===== src/rtl/pattern_gen.sv =====
// Programmable pattern generator: up/down counter, Fibonacci LFSR or walking one,
// advanced by a prescaled tick and handed off over a valid/ready output port.
module pattern_gen #(
    parameter int unsigned      WIDTH = 8,
    parameter int unsigned      DIV_W = 16,
    parameter logic [WIDTH-1:0] TAPS  = WIDTH'(8'hB8)
) (
    input  logic              ref_clk,
    input  logic              rst,
    input  logic              en,
    input  logic [1:0]        mode,
    input  logic [DIV_W-1:0]  div,
    input  logic              load,
    input  logic [WIDTH-1:0]  load_val,
    output logic [WIDTH-1:0]  out,
    output logic              out_valid,
    input  logic              out_ready,
    output logic              wrap,
    output logic              overrun
);

    localparam int unsigned MODE_UP   = 0;
    localparam int unsigned MODE_DOWN = 1;
    localparam int unsigned MODE_LFSR = 2;
    localparam int unsigned MODE_WALK = 3;

    typedef enum logic [1:0] {
        IDLE  = 2'd0,
        RUN   = 2'd1,
        STALL = 2'd2
    } state_t;

    state_t             state_q;
    state_t             state_d;
    logic [DIV_W-1:0]   cnt_q;
    logic [DIV_W-1:0]   cnt_d;
    logic [WIDTH-1:0]   out_d;
    logic               out_valid_d;
    logic               wrap_d;
    logic               overrun_d;

    logic [WIDTH-1:0]   lfsr_pat;
    logic [WIDTH-1:0]   nxt_pat;
    logic               nxt_wrap;
    logic               tick;
    logic               xfer;
    logic               step;
    logic               drop;

    // Prescaler compare and handshake qualifiers
    always_comb begin
        tick = en && (state_q != IDLE) && (cnt_q == div);
        xfer = out_valid && out_ready;
        // A step may only replace a sample that is absent or leaving this cycle
        step = tick && (!out_valid || out_ready);
        drop = tick && out_valid && !out_ready;
    end

    // Next pattern value and wrap flag for the selected mode
    always_comb begin
        nxt_pat  = out;
        nxt_wrap = 1'b0;
        lfsr_pat = {out[WIDTH-2:0], ^(out & TAPS)};
        case (mode)
            2'(MODE_UP): begin
                nxt_pat  = out + WIDTH'(1);
                nxt_wrap = &out;
            end
            2'(MODE_DOWN): begin
                nxt_pat  = out - WIDTH'(1);
                nxt_wrap = ~|out;
            end
            2'(MODE_LFSR): begin
                // All-zero is the LFSR lock-up state; restart the sequence at 1
                if (out == '0) begin
                    nxt_pat  = WIDTH'(1);
                end else begin
                    nxt_pat  = lfsr_pat;
                end
                nxt_wrap = (nxt_pat == WIDTH'(1));
            end
            2'(MODE_WALK): begin
                // Anything other than a single set bit is re-seeded without a wrap
                if ($onehot(out)) begin
                    nxt_pat  = {out[WIDTH-2:0], out[WIDTH-1]};
                    nxt_wrap = out[WIDTH-1];
                end else begin
                    nxt_pat  = WIDTH'(1);
                    nxt_wrap = 1'b0;
                end
            end
            default: begin
                nxt_pat  = out;
                nxt_wrap = 1'b0;
            end
        endcase
    end

    // Next-state, prescaler and output-register logic
    always_comb begin
        state_d     = state_q;
        cnt_d       = cnt_q;
        out_d       = out;
        out_valid_d = out_valid;
        wrap_d      = 1'b0;
        overrun_d   = overrun;

        if (xfer) begin
            out_valid_d = 1'b0;
        end

        if (!en) begin
            state_d = IDLE;
            cnt_d   = '0;
        end else begin
            case (state_q)
                IDLE: begin
                    cnt_d   = '0;
                    state_d = RUN;
                end
                RUN, STALL: begin
                    // Count above a freshly lowered div also returns to 0, without a tick
                    cnt_d = (cnt_q >= div) ? '0 : cnt_q + DIV_W'(1);
                    if (step) begin
                        out_d       = nxt_pat;
                        out_valid_d = 1'b1;
                        wrap_d      = nxt_wrap;
                        state_d     = RUN;
                    end else if (drop) begin
                        overrun_d = 1'b1;
                        state_d   = STALL;
                    end else if (xfer) begin
                        state_d = RUN;
                    end else if (out_valid) begin
                        state_d = STALL;
                    end else begin
                        state_d = RUN;
                    end
                end
                default: begin
                    state_d = IDLE;
                    cnt_d   = '0;
                end
            endcase
        end

        // Preset wins over any step and silently replaces a pending sample
        if (load) begin
            out_d       = load_val;
            out_valid_d = 1'b1;
            cnt_d       = '0;
            wrap_d      = 1'b0;
            overrun_d   = 1'b0;
            if (en) begin
                state_d = RUN;
            end
        end
    end

    // State and output registers
    always_ff @(posedge ref_clk or posedge rst) begin
        if (rst) begin
            state_q   <= IDLE;
            cnt_q     <= '0;
            out       <= '0;
            out_valid <= 1'b0;
            wrap      <= 1'b0;
            overrun   <= 1'b0;
        end else begin
            state_q   <= state_d;
            cnt_q     <= cnt_d;
            out       <= out_d;
            out_valid <= out_valid_d;
            wrap      <= wrap_d;
            overrun   <= overrun_d;
        end
    end

endmodule


===== config.mk =====
export PLATFORM = sky130hd
export DESIGN_NAME = pattern_gen
export DESIGN_NICKNAME = d
export VERILOG_FILES = /design/src/rtl/pattern_gen.sv
export SDC_FILE = /design/constraint.sdc
export NUM_CORES = 1
export LEC_CHECK = 0
export BUFFER_PORTS_ARGS = -buffer_cell sky130_fd_sc_hd__buf_2
export CORE_MARGIN = 3
export CORE_UTILIZATION = 57
export DETAILED_ROUTE_END_ITERATION = 8
export PLACE_DENSITY = 0.8
export SYNTH_ARGS = -nofsm -noshare
export SYNTH_HDL_FRONTEND = slang
export SYNTH_SLANG_ARGS = --single-unit

===== constraint.sdc =====
create_clock -name ref_clk -period 4.85 [get_ports ref_clk]
set_input_delay 0.485 -clock ref_clk [delete_from_list [all_inputs] [get_ports ref_clk]]
set_output_delay 0.485 -clock ref_clk [all_outputs]
set_load 0.01 [all_outputs]

Word-level counts from Yosys, hierarchy flattened
Index checks and enable logic that the tools add are counted.
{"block": "word_totals", "ff_bits": 29, "inputBits": 31, "output_inout_bits": 11, "elab_cells": 86}
{"block": "op_classes", "addsub": 10, "magnitude_cmp": 1, "n_eq_ne": 9, "mux": 36, "n_reduce_logical": 24}
{"op": "16-bit two-way mux", "count": 4}
{"op": "8-bit two-way mux", "count": 7}
{"op": "8-bit one-hot mux with 4 select lines", "count": 1}
{"op": "16-bit by 1-bit adder with 16-bit output, second input constant", "count": 1}
{"op": "16-bit == test", "count": 1}
{"op": "16-bit >= comparator", "count": 1}
{"op": "1-bit two-way mux", "count": 15}
{"op": "2-bit two-way mux", "count": 7}
{"op": "2-bit nonzero test", "count": 5}
{"op": "1-bit by 1-bit adder with 2-bit output", "count": 4}
{"op": "8-bit by 1-bit adder with 8-bit output, second input constant", "count": 1}
{"op": "8-bit by 1-bit == test with 1-bit output, second input constant", "count": 1}
{"op": "8-bit zero test", "count": 1}
{"op": "8-bit AND reduction", "count": 1}
{"op": "8-bit OR reduction", "count": 1}
{"op": "8-bit XOR reduction", "count": 1}
{"op": "8-bit by 1-bit subtractor with 8-bit output, second input constant", "count": 1}
{"op": "2-bit by 2-bit adder with 3-bit output", "count": 2}
{"op": "2-bit == test, second input constant", "count": 3}
{"op": "1-bit logical AND", "count": 6}
{"op": "3-bit by 3-bit adder with 4-bit output", "count": 1}
{"op": "2-bit by 1-bit == test with 1-bit output, second input constant", "count": 2}
{"op": "4-bit by 1-bit == test with 1-bit output, second input constant", "count": 1}
{"op": "2-bit zero test", "count": 2}
{"op": "other kinds (8)", "count": 10}

Logic depth before layout (Yosys ltp)
{"block": "logic_depth", "depth_word": 11, "ltp_mapped": 13, "ltp_nobuf": 13}

Worst setup path before layout
Ideal clock, no wire load.
{"block": "synth_path", "kind": "flip-flop to flip-flop", "from": "register out[0]", "to": "register out[2]", "setup_time_ns": 0.132, "arrival_ns": 3.738, "setup_slack_ns": 0.980, "stages_incl_launch_ff": 14, "path_buffers": 0, "synth_period_minus_slack_ns": 3.870, "path_cell_list": "dfrtp_1 > inv_1 > fa_1 > fa_1 > fa_1 > inv_1 > ha_1 > inv_1 > fa_1 > and4b_1 > a31oi_1 > a21oi_1 > a221oi_1 > o21ai_0"}
{"block": "synth_via", "elab_chain_cells": 10}
{"element": "start: declaration", "line": "15", "source": "output logic [WIDTH-1:0] out,"}
{"element": "start signal: assignment", "line": "172", "source": "out <= out_d;"}
{"element": "1-bit by 1-bit adder with 2-bit output (implied by the code)", "line": "84", "source": "if ($onehot(out)) begin"}
{"element": "2-bit by 2-bit adder with 3-bit output (implied by the code)", "line": "84"}
{"element": "3-bit by 3-bit adder with 4-bit output (implied by the code)", "line": "84"}
{"element": "4-bit by 1-bit == test with 1-bit output", "line": "84"}
{"element": "8-bit two-way mux", "line": "84"}
{"element": "8-bit one-hot mux with 4 select lines (*)", "line": "64", "source": "case (mode)"}
{"element": "8-bit two-way mux (*)", "line": "124", "source": "if (step) begin"}
{"element": "8-bit two-way mux (*)", "line": "116", "source": "case (state_q)"}
{"element": "8-bit two-way mux (*)", "line": "112", "source": "if (!en) begin"}
{"element": "8-bit two-way mux (*)", "line": "148", "source": "if (load) begin"}
Mark *: on every way between the ends. The rest lies on a longest branch, timed or not. The select of a mux whose other input is x is not followed.
A chain may end at the register's enable or synchronous reset.

Final worst setup path
Ends and elaborated chain as after synthesis.

==> out/metrics.yaml <==
grt:
  gr-total-overflow: 0
  grt_pass1_vias: 2196
  grt_pass1_wl_um: 10300
  antenna_found_initial: 0
  track_usage_pct: 24.7
  grt_max_degree: 30
setup_path:
  path_depth: 13
  startpoint_type: "flop"
  rrSetupSlack_ns: 0.72
  setup.worst_path.end: "out[2]"
  slowest_delay_ns: 0.59
  worst_setup_path_end_kind: "flop"
  reg2reg_to: "out[2]"
  cpLargestDelayFamily: "adder cells"
  crit_path_frequent_cell: "fa_1"
  cp-startpoint: "out[0]"
  path_max_fanout: 9
  cp_cell_sequence: "inv_1 > fa_1 > fa_1 > fa_1 > inv_1 > ha_1 > inv_1 > fa_1 > and4b_1 > a31oi_1 > a21oi_1 > a221oi_1 > o21ai_0"
  crit_slowest_cell: "fa_1"
  reg2reg_depth: 13
  worstSetupPathType: "flop to flop"
  reg2reg_from: "out[0]"
  cp.buffers_inverters: 3
  critPathRequiredTime_ns: 5.01
  critical_path_arrival_ns: 4.29
timing:
  fin_worst_skew_ns: 0.00486
  rsz0062_at_grt: "no"
  finalSetupViolCount: 0
  hold_viol_final: 0
  period_share_pct: 85.2
  slew_headroom_pct: 57.6
  slew_viol_final: 0
  tightestPinTransition_ns: 0.631
  max_clock_freq_mhz: 242
  min_period_ns: 4.13
  fin_setup_tns_ns: 0
routing:
  wire_per_inst_um: 15.6
  drt-initial-drc-count: 170
  drc: 0
  num_vias: 2359
  postRouteWirelength_um: 6130
  viasPerCell: 5.99
  drtPass1Iterations: 4
  antenna_left: 0
synthesis:
  yosysSeqAreaShare_pct: 28.0
  synthArstFlopShare_pct: 100
  syn_area_mm2: 0.00259
  yosysWarnings: 0
  synth_top_flop_cell: "dfrtp_1"
  ys_seq_elements: 29
  synth_cell_types: 47
  syn_area_per_cell_um2: 8.59
  synth-edff-count: 0
  postSynthCellCount: 302
  synthDominantCellAreaShare_pct: 28.0
  synth_area_leaders: "dfrtp_1 (28%), ha_1 (15%), inv_1 (5.8%)"
  syn-num-nets: 370
  netlist.top_cell.by_area: "dfrtp_1"
finish:
  fin_area_mm2: 0.00293
  nets: 412
  area_growth_pct: 12.8
  mostFrequentLayoutCells: "buf_2 (41), inv_1 (40), ha_1 (32)"
  drive_gt1_share_pct: 16.6
  diodes: 0
  final_common_cell: "buf_2"
  instances_no_fill: 394
clocking:
  postCtsResizedCells: 0
  htreeDepth: 2
  cts_root_buf: "clkbuf_8"
  cts_buffers: 5
  clk_latency_ns: 0.28
  cts_hold_buf: 0
  clk_pin_slew_ns: 0.07
  clock_path_buffers: 2
  postCtsSetupRepairBufs: 0
  cts_tree: "built"
  clkSinkCount: 29
floorplanning:
  start_util_pct: 61.7
  die_y_um: 73.5
  die_area_mm2: 0.00540
  pin_count: 42
  rows: 23
  die_w_um: 73.5
  core_mm2: 0.00420
placement:
  place_area_mm2: 0.00284
  gp_congestion: 0.860
  dp_cells: 387
  port_buffers: 41
  dp_hpwl_um: 4690
power_and_ir_drop:
  vdd_drop_max_v: 0.000174
  powerDensity_mw_per_mm2: 234
  p_leak_nw: 1.39
hold_path:
  hp-class: "primary input to async pin"
status:
  status: "finished, final reports clean"
job:
  drv_cap: 0
through the flow:
stage | utilization (%) | setup WS, ns | power (mW) | hold WS [ns]
after detailed placement | 67.6 | 0.742 | 0.484 | 0.505
after global placement | 67.6 | 0.822 | 0.475 | 0.478
final | 69.6 | 0.720 | 0.686 | 0.261
after global routing | 69.6 | 0.480 | 0.727 | 0.315
after CTS | 69.6 | 0.723 | 0.685 | 0.278
after floorplan | - | 0.980 | 0.423 | 0.457
layer usage:
| layer | track usage (%) | wire [um] | vias to the layer above |
|---|---|---|---|
| met2 | 37.0 | 2820 | 77 |
| met4 | 7.24 | 91 | 0 |
| met1 | 35.7 | 2840 | 1114 |
| li1 | - | - | 1157 |
| met3 | 5.06 | 377 | 11 |
| met5 | 0 | 0 | - |
worst register-to-register path, cell delays in order, from the launching register on:
cell and delay (ns):
dfrtp_1 0.48, inv_1 0.16, fa_1 0.59, fa_1 0.43, fa_1 0.49, inv_1 0.04
ha_1 0.18, inv_1 0.07, fa_1 0.42, and4b_1 0.20, a31oi_1 0.31, a21oi_1 0.22
a221oi_1 0.30, o21ai_0 0.13
worst min path at each step:
stage	cells after the start	startpoint	to	slack [ns]
floorplan	1	cnt_q[0]	cnt_q[0]	0.46
global placement	2	overrun	overrun	0.48
detailed placement	1	cnt_q[0]	cnt_q[0]	0.50
CTS	3	rst	out_valid	0.28
global route	3	rst	out_valid	0.32
finish	3	rst	cnt_q[1]	0.26
cell usage after synthesis, types with 9 or more instances:
cell type,instances
a211oi_1,9
a21oi_1,11
dfrtp_1,29
ha_1,32
inv_1,40
nand2_1,22
nand3_1,9
nor2_1,13
nor3_1,24
o21ai_0,11
xnor2_1,11
registers in the layout, indices dropped and copies added (netlist names):
register / cells
wrap: 1
state_q: 2
overrun: 1
out: 8
cnt_q: 16
out_valid: 1
cells by family after synthesis:
logic type / after synthesis / share of synthesized area (%)
buffers and inverters: 48 / 7.24
multiplexers: 3 / 1.25
adder cells (fa/ha/maj): 37 / 19.3
AO/OA/AOI/OAI: 60 / 15.6
flip-flops: 29 / 28.0
AND/OR/NAND/NOR: 107 / 22.6
XOR/XNOR: 18 / 6.08
where the power goes:
part	leakage (nW)	internal, mW	switching (mW)
clock network	0.0443	0.112	0.0928
registers	0.384	0.250	0.0164
logic	0.959	0.0926	0.122
layout make-up:
class | count | area (um^2)
Multi-Input combinational cell | 225 | 1680
Fill cell | 364 | 1280
Sequential cell | 29 | 726
Timing Repair Buffer | 43 | 220
Inverter | 40 | 150
Clock buffer | 7 | 86.3
Tap cell | 50 | 62.6
Power figures use the tool's default switching activity.
